==> src/rtl/key_filter_multi.sv <==
// ----------------------------------------------------------------------------
// key_filter_multi
//   N-channel push-button debouncer. Each channel has a 2-FF synchroniser, a
//   debounce counter and a four-state filter FSM. The outputs are a clean level
//   plus one-cycle press and release strobes. Keys are active-low and idle high.
//
// Optional feature macro: KEY_FILTER_MULTI_LONG_PRESS_EN
//   When defined, each channel has a 32-bit hold counter that runs while the
//   key is down. key_repeat pulses at LONG_CYC hold cycles and every REPEAT_CYC
//   cycles after that. When undefined, key_repeat is constant 0.
//
// Ports:
//   clk          system clock
//   rst          synchronous, active-high reset
//   key_in       raw asynchronous keys, 0 = pressed
//   key_state    debounced level, 0 = pressed
//   key_press    one-cycle strobe on an accepted press
//   key_release  one-cycle strobe on an accepted release
//   key_repeat   long-press/repeat strobe (0 unless the feature is enabled)
// ----------------------------------------------------------------------------
module key_filter_multi #(
   parameter int unsigned N_KEYS       = 4,
   parameter int unsigned CNT_W        = 20,
   parameter int unsigned DEBOUNCE_CYC = 1_000_000,
   parameter int unsigned LONG_CYC     = 50_000_000,
   parameter int unsigned REPEAT_CYC   = 10_000_000
) (
   input  logic              clk,
   input  logic              rst,
   input  logic [N_KEYS-1:0] key_in,
   output logic [N_KEYS-1:0] key_state,
   output logic [N_KEYS-1:0] key_press,
   output logic [N_KEYS-1:0] key_release,
   output logic [N_KEYS-1:0] key_repeat
);

   typedef enum logic [1:0] {
      StIdle,
      StPressFlt,
      StDown,
      StRelFlt
   } state_t;

   // The filter accepts a level on the cycle its counter would reach this value,
   // so the strobe appears DEBOUNCE_CYC clocks after key_s first changes.
   localparam logic [CNT_W-1:0] CntLast = CNT_W'(DEBOUNCE_CYC - 1);

   logic [N_KEYS-1:0] sync1_q;
   logic [N_KEYS-1:0] sync2_q;

   // Synchronisers reset to the idle (released) level.
   always_ff @(posedge clk) begin
      if (rst) begin
         sync1_q <= '1;
         sync2_q <= '1;
      end else begin
         sync1_q <= key_in;
         sync2_q <= sync1_q;
      end
   end

   for (genvar i = 0; i < N_KEYS; i++) begin : g_ch
      state_t           state_q, state_d;
      logic [CNT_W-1:0] cnt_q, cnt_d, cnt_inc;
      logic             level_q, level_d;
      logic             press_q, press_d;
      logic             rel_q, rel_d;
      logic             key_s;

      assign key_s = sync2_q[i];

      always_comb begin
         state_d = state_q;
         cnt_d   = '0;
         level_d = level_q;
         press_d = 1'b0;
         rel_d   = 1'b0;
         cnt_inc = cnt_q + 1'b1;
         unique case (state_q)
            StIdle: begin
               if (!key_s) begin
                  state_d = StPressFlt;
               end
            end
            StPressFlt: begin
               if (key_s) begin
                  state_d = StIdle;
               end else if (cnt_inc == CntLast) begin
                  state_d = StDown;
                  level_d = 1'b0;
                  press_d = 1'b1;
               end else begin
                  cnt_d = cnt_inc;
               end
            end
            StDown: begin
               if (key_s) begin
                  state_d = StRelFlt;
               end
            end
            StRelFlt: begin
               if (!key_s) begin
                  state_d = StDown;
               end else if (cnt_inc == CntLast) begin
                  state_d = StIdle;
                  level_d = 1'b1;
                  rel_d   = 1'b1;
               end else begin
                  cnt_d = cnt_inc;
               end
            end
            default: begin
               state_d = StIdle;
            end
         endcase
      end

      always_ff @(posedge clk) begin
         if (rst) begin
            state_q <= StIdle;
            cnt_q   <= '0;
            level_q <= 1'b1;
            press_q <= 1'b0;
            rel_q   <= 1'b0;
         end else begin
            state_q <= state_d;
            cnt_q   <= cnt_d;
            level_q <= level_d;
            press_q <= press_d;
            rel_q   <= rel_d;
         end
      end

      assign key_state[i]   = level_q;
      assign key_press[i]   = press_q;
      assign key_release[i] = rel_q;

`ifdef KEY_FILTER_MULTI_LONG_PRESS_EN
      localparam logic [31:0] HoldLast   = 32'(LONG_CYC - 1);
      localparam logic [31:0] HoldReload = 32'(LONG_CYC - REPEAT_CYC);

      logic [31:0] hold_q, hold_d;
      logic        rep_q, rep_d;

      // Counts only while staying in DOWN; any other state clears it, so the
      // press cycle itself always starts from zero and never repeats.
      always_comb begin
         hold_d = '0;
         rep_d  = 1'b0;
         if (state_q == StDown && !key_s) begin
            if (hold_q == HoldLast) begin
               hold_d = HoldReload;
               rep_d  = 1'b1;
            end else begin
               hold_d = hold_q + 32'd1;
            end
         end
      end

      always_ff @(posedge clk) begin
         if (rst) begin
            hold_q <= '0;
            rep_q  <= 1'b0;
         end else begin
            hold_q <= hold_d;
            rep_q  <= rep_d;
         end
      end

      assign key_repeat[i] = rep_q;
`else
      assign key_repeat[i] = 1'b0;
`endif
   end

endmodule

==> config.mk <==
export PLATFORM = sky130hd
export DESIGN_NAME = key_filter_multi
export DESIGN_NICKNAME = d
export VERILOG_FILES = /design/src/rtl/key_filter_multi.sv
export SDC_FILE = /design/constraint.sdc
export NUM_CORES = 1
export LEC_CHECK = 0
export BUFFER_PORTS_ARGS = -buffer_cell sky130_fd_sc_hd__buf_4
export CAP_MARGIN = 20
export CORE_MARGIN = 8
export CORE_UTILIZATION = 25
export CTS_BUF_LIST = sky130_fd_sc_hd__clkbuf_8
export DETAILED_ROUTE_END_ITERATION = 6
export HOLD_SLACK_MARGIN = 0.02
export MAX_ROUTING_LAYER = met4
export PLACE_DENSITY = 0.45
export SLEW_MARGIN = 40
export SYNTH_ARGS = -nofsm -noshare
export SYNTH_HDL_FRONTEND = slang
export SYNTH_SLANG_ARGS = --single-unit
export TNS_END_PERCENT = 30
==> constraint.sdc <==
create_clock -name clk -period 3.9 [get_ports clk]
set_input_delay 0.39 -clock clk [delete_from_list [all_inputs] [get_ports clk]]
set_output_delay 0.39 -clock clk [all_outputs]
set_load 0.005 [all_outputs]
==> impl_metrics.json, run 1 <==
{
  "holdBufCountCts": 0,
  "cp.arrival_ns": 3.35,
  "drt_iter0_markers": 196,
  "num_vias": 4687,
  "setup.worst_path.end_class": "register",
  "cp_max_fo": 12,
  "ys.flop_type": "dfxtp_1",
  "required_ns": 4.18,
  "cp_cell_sequence": "ha_1 -> nand3_1 -> xor2_1 -> a2111oi_0 -> nand4_1 -> nor4_1 -> or2_1 -> o21ba_2",
  "root_buffer": "clkbuf_8",
  "power.density_nw_per_um2": 284,
  "cts.repair_timing.setup_buffer_count": 0,
  "period_share": 0.787,
  "grt_setup_unrepaired": "no",
  "cts_sinks": 108,
  "ys_warn_count": 0,
  "syn2layout_area_growth_pct": 6.74,
  "dp_worst_setup_slack_ns": 0.815,
  "syn_avg_cell_area_um2": 8.29,
  "dr.pass1.iters": 6,
  "tritoncts": "yes",
  "place_inst": 1004,
  "peakVddDrop_uv": 130,
  "antennaDiodeCount": 0,
  "synth_cell_types": 72,
  "grt_first_pass_wirelength_um": 22300,
  "synth_cells": 721,
  "critPathLaunchType": "register",
  "layout.cells.most_common_list": "dfxtp_1 (108), nor2_1 (101), nand2_1 (45)",
  "hold_violations": 0,
  "detail-route-antenna-nets": 0,
  "clk_latency_ns": 0.38,
  "rows": 56,
  "postLayoutCoreUtil": 0.272,
  "hpwl_um": 9400,
  "htreeDepth": 3,
  "ios": 22,
  "clock_skew_ns": 0.0143,
  "syn-cell-area_um2": 5980,
  "period_minus_slack_ns": 3.07,
  "fin_setup_tns_ns": 0,
  "fin_ws_ns": 0.832,
  "final_max_slew_viol_count": 0,
  "relSlewSlack": 0.539,
  "port_buffers": 17,
  "drt-vias-per-instance": 4.60,
  "ys_seq_area_frac": 0.362,
  "start_util": 0.255,
  "cp_slowest_cell": "a2111oi_0",
  "drive_above_1_share": 0.0870,
  "tightest_slew_ns": 0.685,
  "status": "complete, no violations",
  "p_leak_nw": 1.89,
  "synth-seq-cells": 108,
  "coreArea_um2": 23500,
  "routed_wl_um": 13000,
  "die_w_um": 171,
  "clock_path_buffers": 2,
  "gp_congestion": 0.791,
  "path_class": "register to register",
  "antenna_found_initial": 0,
  "final_net_count": 713,
  "fin_cells": 1020,
  "maxCapViolations": 0,
  "final_common_cell": "dfxtp_1",
  "track_usage": 0.0961,
  "routedWlPerCell_um": 12.7,
  "fillCellCount": 2576,
  "drc": 0,
  "cts_resized": 0,
  "grt_overflow": 0,
  "hp-class": "primary input to register",
  "finalSetupViolCount": 0,
  "grt_start_max_net_pins": 27,
  "grt_pass1_vias": 4464,
  "die_h_um": 171,
  "synthArstFlopShare": 0,
  "slowest_delay_ns": 0.53,
  "max_freq_mhz": 326,
  "dieArea_um2": 29100,
  "synth-edff-count": 0,
  "cts.clk_slew.worst_paths_ns": 0.10,
  "cts-buffers-inserted": 9
}
## stage by stage
step	total power, W	area, um2	hold WS (ns)
after floorplan	0.00117	5990	0.389
after global placement	0.00117	6200	0.396
after detailed placement	0.00117	6200	0.394
after CTS	0.00186	6380	0.160
after global routing	0.00192	6380	0.168
final	0.00181	6380	0.190
## Yosys cell counts, types with 3 or more instances
master    count  area, um2
dfxtp_1     108       2160
nor2_1      101        379
nand2_1      45        169
xnor2_1      41        359
nand4_1      40        250
nand3_1      34        170
xor2_1       31        272
inv_1        22       82.6
buf_4        21        158
nor3_1       21        105
a21oi_1      19       95.1
and3_1       17        106
clkbuf_1     17       63.8
nor4_1       16        100
buf_2        15       75.1
ha_1         11        138
or2_2        11       68.8
nor2b_1      10       62.6
o21ai_0      10       50.1
and4_1        9       78.8
nand2b_1      8       50.1
or4_1         8       60.1
a211oi_1      7       52.6
mux2i_1       6       60.1
nand4b_1      6       52.6
and2_1        5       31.3
nand3b_1      5       37.5
and3b_1       4       35.0
and4b_1       4       40.0
o211ai_1      4       30.0
a21boi_0      3       22.5
a311oi_1      3       26.3
a31oi_1       3       18.8
nor3b_1       3       22.5
nor4b_1       3       26.3
## critical path, delay by kind of cell (launching register included)
kind	cells	cell delay, ns
fa+ha+maj	1	0.43
flops	1	0.52
xor+xnor	1	0.17
simple gates	4	1.10
compound gates	2	0.75
## power by group
| group | total (W) | leakage [nW] | switching (W) | internal [W] |
|---|---|---|---|---|
| clock network | 0.000667 | 0.0851 | 0.000412 | 0.000255 |
| logic | 0.0000295 | 0.937 | 0.0000146 | 0.0000149 |
| registers | 0.00112 | 0.872 | 0.00000616 | 0.00111 |
## area by class of cell
type	count	area [um2]	area share
Multi-Input combinational cell	537	3420	0.535
Sequential cell	108	2160	0.339
Tap cell	319	399	0.0625
Clock buffer	10	138	0.0216
Timing Repair Buffer	18	135	0.0212
Inverter	22	82.6	0.0129
Clock inverter	6	48.8	0.00765
## flip-flops by register name, summed over array words and instances, names as in the netlist, named ones only
register and cells:
g_ch.cnt_q 80, g_ch.level_q 4, g_ch.press_q 4, g_ch.rel_q 4
g_ch.state_q 4, sync1_q 4, sync2_q 4
## path summary, 6_finish.rpt
path               startpoint          endpoint  slack (ns)  cells after the start
max          g_ch[3].cnt_q[0]  g_ch[3].cnt_q[2]        0.83                      8
min                 key_in[3]        sync1_q[3]        0.19                      2
max reg2reg  g_ch[3].cnt_q[0]  g_ch[3].cnt_q[2]        0.83                      8
min reg2reg        sync1_q[2]        sync2_q[2]        0.42                      1
## metal layers
layer  vias to the layer above  part of all wire  global-route usage
li1                       2472                 -                   -
met1                      2144              0.52               0.127
met2                        59              0.43               0.144
met3                        12             0.032              0.0152
met4                         0             0.017              0.0389
met5                         -                 0                   -
## cells by family after synthesis
family          Yosys count  synth area share
other cells               1          0.000627
simple gates            366             0.337
mux                       7            0.0119
buf+inv                  79            0.0688
fa+ha+maj                11            0.0230
compound gates           77            0.0917
xor+xnor                 72             0.105
flops                   108             0.362
(Power assumes the default switching activity.)
==> run 2: changes to the inputs <==
--- a/config.mk
+++ b/config.mk
@@ -13,7 +13,7 @@
 export DETAILED_ROUTE_END_ITERATION = 6
 export HOLD_SLACK_MARGIN = 0.02
 export MAX_ROUTING_LAYER = met4
-export PLACE_DENSITY = 0.45
+export PLACE_DENSITY = 0.46
 export SLEW_MARGIN = 40
 export SYNTH_ARGS = -nofsm -noshare
 export SYNTH_HDL_FRONTEND = slang
==> constraint.sdc (replaced) <==
create_clock -name clk -period 2.58 [get_ports clk]
set_input_delay 0.258 -clock clk [delete_from_list [all_inputs] [get_ports clk]]
set_output_delay 0.258 -clock clk [all_outputs]
set_load 0.005 [all_outputs]
==> run 2 against run 1 <==
Compared with the run above: cell area increased by 9.6%; clock skew decreased by 0.0059 ns; sequential share of layout area decreased by 2.8 points; hold slack got worse by 0.13 ns; maximum frequency increased by 27%; die area unchanged; largest power group unchanged.
==> impl_metrics.json, run 2 (synthesis results as in run 1) <==
{
  "status": "complete, no violations",
  "clock_path_buffers": 2,
  "period_share": 0.939,
  "cp.arrival_ns": 2.70,
  "holdBufCountCts": 0,
  "grt_overflow": 0,
  "routedWlPerCell_um": 12.7,
  "clk_latency_ns": 0.39,
  "hold_violations": 0,
  "antenna_found_initial": 0,
  "path_class": "register to register",
  "coreArea_um2": 23500,
  "critPathLaunchType": "register",
  "antennaDiodeCount": 0,
  "drive_above_1_share": 0.187,
  "drc": 0,
  "htreeDepth": 3,
  "critPathBufInv": 2,
  "cp_cell_sequence": "ha_1 -> buf_4 -> or4_1 -> a21boi_0 -> nor2_1 -> nor4b_1 -> buf_4 -> and3_1 -> a211oi_1",
  "routed_wl_um": 13700,
  "power.density_nw_per_um2": 393,
  "die_w_um": 171,
  "largest_reg_flops": 80,
  "fin_ws_ns": 0.158,
  "detail-route-antenna-nets": 0,
  "clock_skew_ns": 0.00836,
  "reg2reg_slack_ns": 0.16,
  "grt_start_max_net_pins": 27,
  "final_common_cell": "nor2_1",
  "grt_setup_unrepaired": "yes",
  "drt-vias-per-instance": 4.66,
  "hp-class": "primary input to register",
  "design_power_total_w": 0.00275,
  "num_vias": 5030,
  "path_delay_family": "simple AND/OR/NAND/NOR gates",
  "cts.clk_slew.worst_paths_ns": 0.10,
  "postLayoutCoreUtil": 0.298,
  "hpwl_um": 10100,
  "final_max_slew_viol_count": 0,
  "ios": 22,
  "setup.worst_path.end_class": "register",
  "peakVddDrop_uv": 206,
  "finalSetupViolCount": 0,
  "syn2layout_area_growth_pct": 16.9,
  "p_leak_nw": 2.27,
  "cts_sinks": 108,
  "placedInstanceArea_um2": 6660,
  "required_ns": 2.85,
  "grt_pass1_vias": 4671,
  "dr.pass1.iters": 5,
  "port_buffers": 17,
  "track_usage": 0.0996,
  "cp_slowest_cell": "or4_1",
  "dieArea_um2": 29100,
  "layout.cells.most_common_list": "nor2_1 (101), dfxtp_1 (100), buf_4 (76)",
  "die_h_um": 171,
  "tritoncts": "yes",
  "grt_first_pass_wirelength_um": 23200,
  "period_minus_slack_ns": 2.42,
  "cp_max_fo": 9,
  "maxCapViolations": 0,
  "slowest_delay_ns": 0.46,
  "max_freq_mhz": 413,
  "final_net_count": 773,
  "rows": 56,
  "start_util": 0.255,
  "critPathMostFrequentCell": "buf_4",
  "drt_iter0_markers": 303,
  "gp_congestion": 0.780,
  "regMostFlops": "g_ch.cnt_q",
  "cts-buffers-inserted": 9,
  "final_area_um2": 6990,
  "root_buffer": "clkbuf_8",
  "dp_worst_setup_slack_ns": -0.0503
}
==> run 2: metal layers <==
metal	part of all wire	wire (um)	up-vias	GRT usage
met5	0	0	-	-
met4	0.018	247	0	0.0400
met3	0.036	497	14	0.0161
met2	0.43	5910	75	0.144
met1	0.51	7040	2349	0.136
li1	-	-	2592	-
==> run 2: per-stage QoR <==
stage	hold WS [ns]	TNS [ns]	cells
3_3_place_gp	0.392	-0.499	1063
5_1_grt	0.0584	-0.00116	1080
2_1_floorplan	0.362	0	724
3_5_place_dp	0.393	-0.420	1063
6_report	0.0598	0	1080
4_1_cts	0.0437	0	1079
==> run 2: path summary, 6_finish.rpt <==
path | startpoint | to | depth (start not counted)
worst max-delay path | g_ch[3].cnt_q[0] | register | 9
worst min register to register | sync1_q[2] | sync2_q[2] | 1
worst max register to register | g_ch[3].cnt_q[0] | register | 9
worst min-delay path | key_in[3] | sync1_q[3] | 2
==> run 2: power breakdown <==
group	internal [W]	leakage, nW	switching, W	total (W)
Sequential	0.00168	0.876	0.0000111	0.00169
Clock	0.000421	0.106	0.000592	0.00101
Combinational	0.0000236	1.28	0.0000236	0.0000472
Total	0.00212	2.27	0.000627	0.00275
==> run 2: worst register-to-register path, delay by kind of cell (launching register included) <==
family / cells / cell delay, ns
AO/OA/AOI/OAI: 2 / 0.31
adder cells (fa/ha/maj): 1 / 0.24
buffers and inverters: 2 / 0.36
flip-flops: 1 / 0.33
AND/OR/NAND/NOR: 4 / 1.06
==> run 2: final cells by class <==
| type | instances | area (um2) |
|---|---|---|
| fill | 2533 | 16500 |
| inverter | 22 | 82.6 |
| multi-input combinational | 537 | 3550 |
| clock inverter | 4 | 16.3 |
| sequential | 108 | 2170 |
| tap | 319 | 399 |
| timing repair buffer | 78 | 611 |
| clock buffer | 12 | 165 |
==> run 2: what timing repair did <==
item / 4_1_cts / 5_1_grt
resized for setup: 2 / 28
pin swaps: 1 / 3
endpoints found under the setup margin: 13 / 49
buffers inserted: 0 / 1
==> run 3: changes to the inputs <==
--- a/config.mk
+++ b/config.mk
@@ -5,15 +5,17 @@
 export SDC_FILE = /design/constraint.sdc
 export NUM_CORES = 1
 export LEC_CHECK = 0
-export BUFFER_PORTS_ARGS = -buffer_cell sky130_fd_sc_hd__buf_4
 export CAP_MARGIN = 20
+export CELL_PAD_IN_SITES_DETAIL_PLACEMENT = 2
+export CELL_PAD_IN_SITES_GLOBAL_PLACEMENT = 2
 export CORE_MARGIN = 8
 export CORE_UTILIZATION = 25
 export CTS_BUF_LIST = sky130_fd_sc_hd__clkbuf_8
 export DETAILED_ROUTE_END_ITERATION = 6
+export DONT_BUFFER_PORTS = 1
 export HOLD_SLACK_MARGIN = 0.02
 export MAX_ROUTING_LAYER = met4
-export PLACE_DENSITY = 0.46
+export PLACE_DENSITY = 0.63
 export SLEW_MARGIN = 40
 export SYNTH_ARGS = -nofsm -noshare
 export SYNTH_HDL_FRONTEND = slang
==> run 3 against run 2 <==
Compared with the run above: sequential share of layout area shrank 0.28 points; hold slack got worse by 0.0072 ns; maximum frequency shrank 2.1%; clock power barely moved; cell area increased by 1.0%; flip-flop and latch count unchanged; global-route usage rose by 3.1 points; non-clock buffer count rose by 5; clock skew increased by 0.0089 ns; largest power group unchanged.
==> impl_metrics.json, run 3 (synthesis results as in run 1) <==
{
  "port_buffers": 0,
  "cp_max_fo": 7,
  "seq_power_share": 0.616,
  "setup.worst_path.end_class": "register",
  "clock_skew_ns": 0.0173,
  "cts_sinks": 108,
  "final_common_cell": "nor2_1",
  "p_comb_frac": 0.013,
  "required_ns": 2.83,
  "p_leak_nw": 2.25,
  "final_max_slew_viol_count": 0,
  "status": "complete, no violations",
  "cp_slowest_cell": "dfxtp_1",
  "r2r_cells": 9,
  "cp_cell_sequence": "buf_4 -> and4_1 -> nand2_1 -> xor2_1 -> nand2_1 -> nor4b_2 -> buf_4 -> and3_1 -> a211oi_1",
  "hold_violations": 0,
  "path_class": "register to register",
  "tritoncts": "yes",
  "clk_latency_ns": 0.40,
  "root_buffer": "clkbuf_8",
  "drc": 0,
  "hp-class": "primary input to register",
  "antennaDiodeCount": 0,
  "p_switching_w": 0.000675,
  "regMostFlops": "g_ch.cnt_q",
  "period_share": 0.959,
  "drt-vias-per-instance": 4.87,
  "die_w_um": 171,
  "maxCapViolations": 0,
  "max_freq_mhz": 404,
  "gp_congestion": 0.818,
  "clkPwrFrac": 0.371,
  "grt_pass1_vias": 5824,
  "cts-buffers-inserted": 9,
  "routed_wl_um": 18200,
  "fin_setup_tns_ns": 0,
  "cts.clk_slew.worst_paths_ns": 0.11,
  "whs_path_depth": 2,
  "htreeDepth": 3,
  "tightest_slew_ns": 0.675,
  "die_h_um": 171,
  "track_usage": 0.131,
  "hpwl_um": 13800,
  "antenna_found_initial": 0,
  "intPower_w": 0.00207,
  "rows": 56,
  "grt_first_pass_wirelength_um": 29800,
  "drive_above_1_share": 0.204,
  "layout.cells.most_common_list": "nor2_1 (101), dfxtp_1 (98), buf_4 (76)",
  "syn2layout_area_growth_pct": 18.1,
  "period_minus_slack_ns": 2.47,
  "regArea_um2": 2170,
  "postLayoutCoreUtil": 0.301,
  "critPathLaunchType": "register",
  "dieArea_um2": 29100,
  "routedWlPerCell_um": 16.8,
  "coreArea_um2": 23500,
  "detail-route-antenna-nets": 0,
  "clock_path_buffers": 2,
  "placedInstanceArea_um2": 6630,
  "slowest_delay_ns": 0.42,
  "multiInputGateArea_um2": 3570,
  "fillCellCount": 2681,
  "largest_reg_flops": 80,
  "ios": 22,
  "p_sw_frac": 0.245,
  "grt_overflow": 0,
  "dr.pass1.iters": 4,
  "power.density_nw_per_um2": 389,
  "cp.arrival_ns": 2.72,
  "peakVddDrop_uv": 183,
  "finalSetupViolCount": 0,
  "final_net_count": 778,
  "relSlewSlack": 0.549,
  "start_util": 0.255,
  "grt_start_max_net_pins": 18,
  "grt_setup_unrepaired": "yes",
  "num_vias": 5286,
  "drt_iter0_markers": 145,
  "final_area_um2": 7060
}
run 3: worst paths after layout:
path	from	end	slack [ns]
setup reg to reg	g_ch[3].cnt_q[3]	register	0.11
setup / recovery	g_ch[3].cnt_q[3]	register	0.11
hold / removal	rst	g_ch[0].level_q	0.05
hold reg to reg	sync1_q[1]	sync2_q[1]	0.43
run 3: area by class of cell:
| cell class | instances | area share |
|---|---|---|
| clock buffers | 10 | 0.0195 |
| clock inverters | 6 | 0.00567 |
| inverters | 22 | 0.0117 |
| multi-input cells | 537 | 0.505 |
| flip-flops and latches | 108 | 0.308 |
| well taps | 319 | 0.0565 |
| repair buffers | 83 | 0.0935 |
run 3: routing by layer:
| layer | track usage | part of all wire | up-vias |
|---|---|---|---|
| li1 | - | - | 2597 |
| met3 | 0.0159 | 0.019 | 17 |
| met2 | 0.232 | 0.51 | 37 |
| met1 | 0.149 | 0.45 | 2635 |
| met5 | - | 0 | - |
| met4 | 0.0500 | 0.018 | 0 |
run 3: what timing repair did:
item / in CTS / in global routing
hold buffers: 5 / 0
gates resized for setup: 8 / 32
setup buffers: 0 / 5
setup endpoints to repair: 24 / 77
hold endpoints to repair: 15 / 0
cloned: 0 / 0
pin swaps: 0 / 5
run 3: power by group through the flow:
stage | sequential (W) | clock (W) | combinational [W]
6_report | 0.00169 | 0.00102 | 0.0000358
5_1_grt | 0.00170 | 0.00113 | 0.0000405
4_1_cts | 0.00170 | 0.00108 | 0.0000362
3_5_place_dp | 0.00173 | 0 | 0.0000256
3_3_place_gp | 0.00173 | 0 | 0.0000243
2_1_floorplan | 0.00172 | 0 | 0.0000376
run 3: stage by stage:
step,setup WS [ns],std cells,total power [W],hold slack (ns)
global route,-0.0561,1085,0.00286,0.0505
floorplan,0.124,724,0.00176,0.362
finish,0.107,1085,0.00275,0.0525
global placement,0.0644,1059,0.00176,0.338
detailed placement,-0.0973,1059,0.00176,0.341
CTS,0.00753,1080,0.00282,0.0282
run 3: critical path: cells and delay by family, from the launching register on:
family / cells / cell delay, ns
compound gates: 1 / 0.10
flops: 1 / 0.42
simple gates: 5 / 1.15
buf+inv: 2 / 0.33
xor+xnor: 1 / 0.32
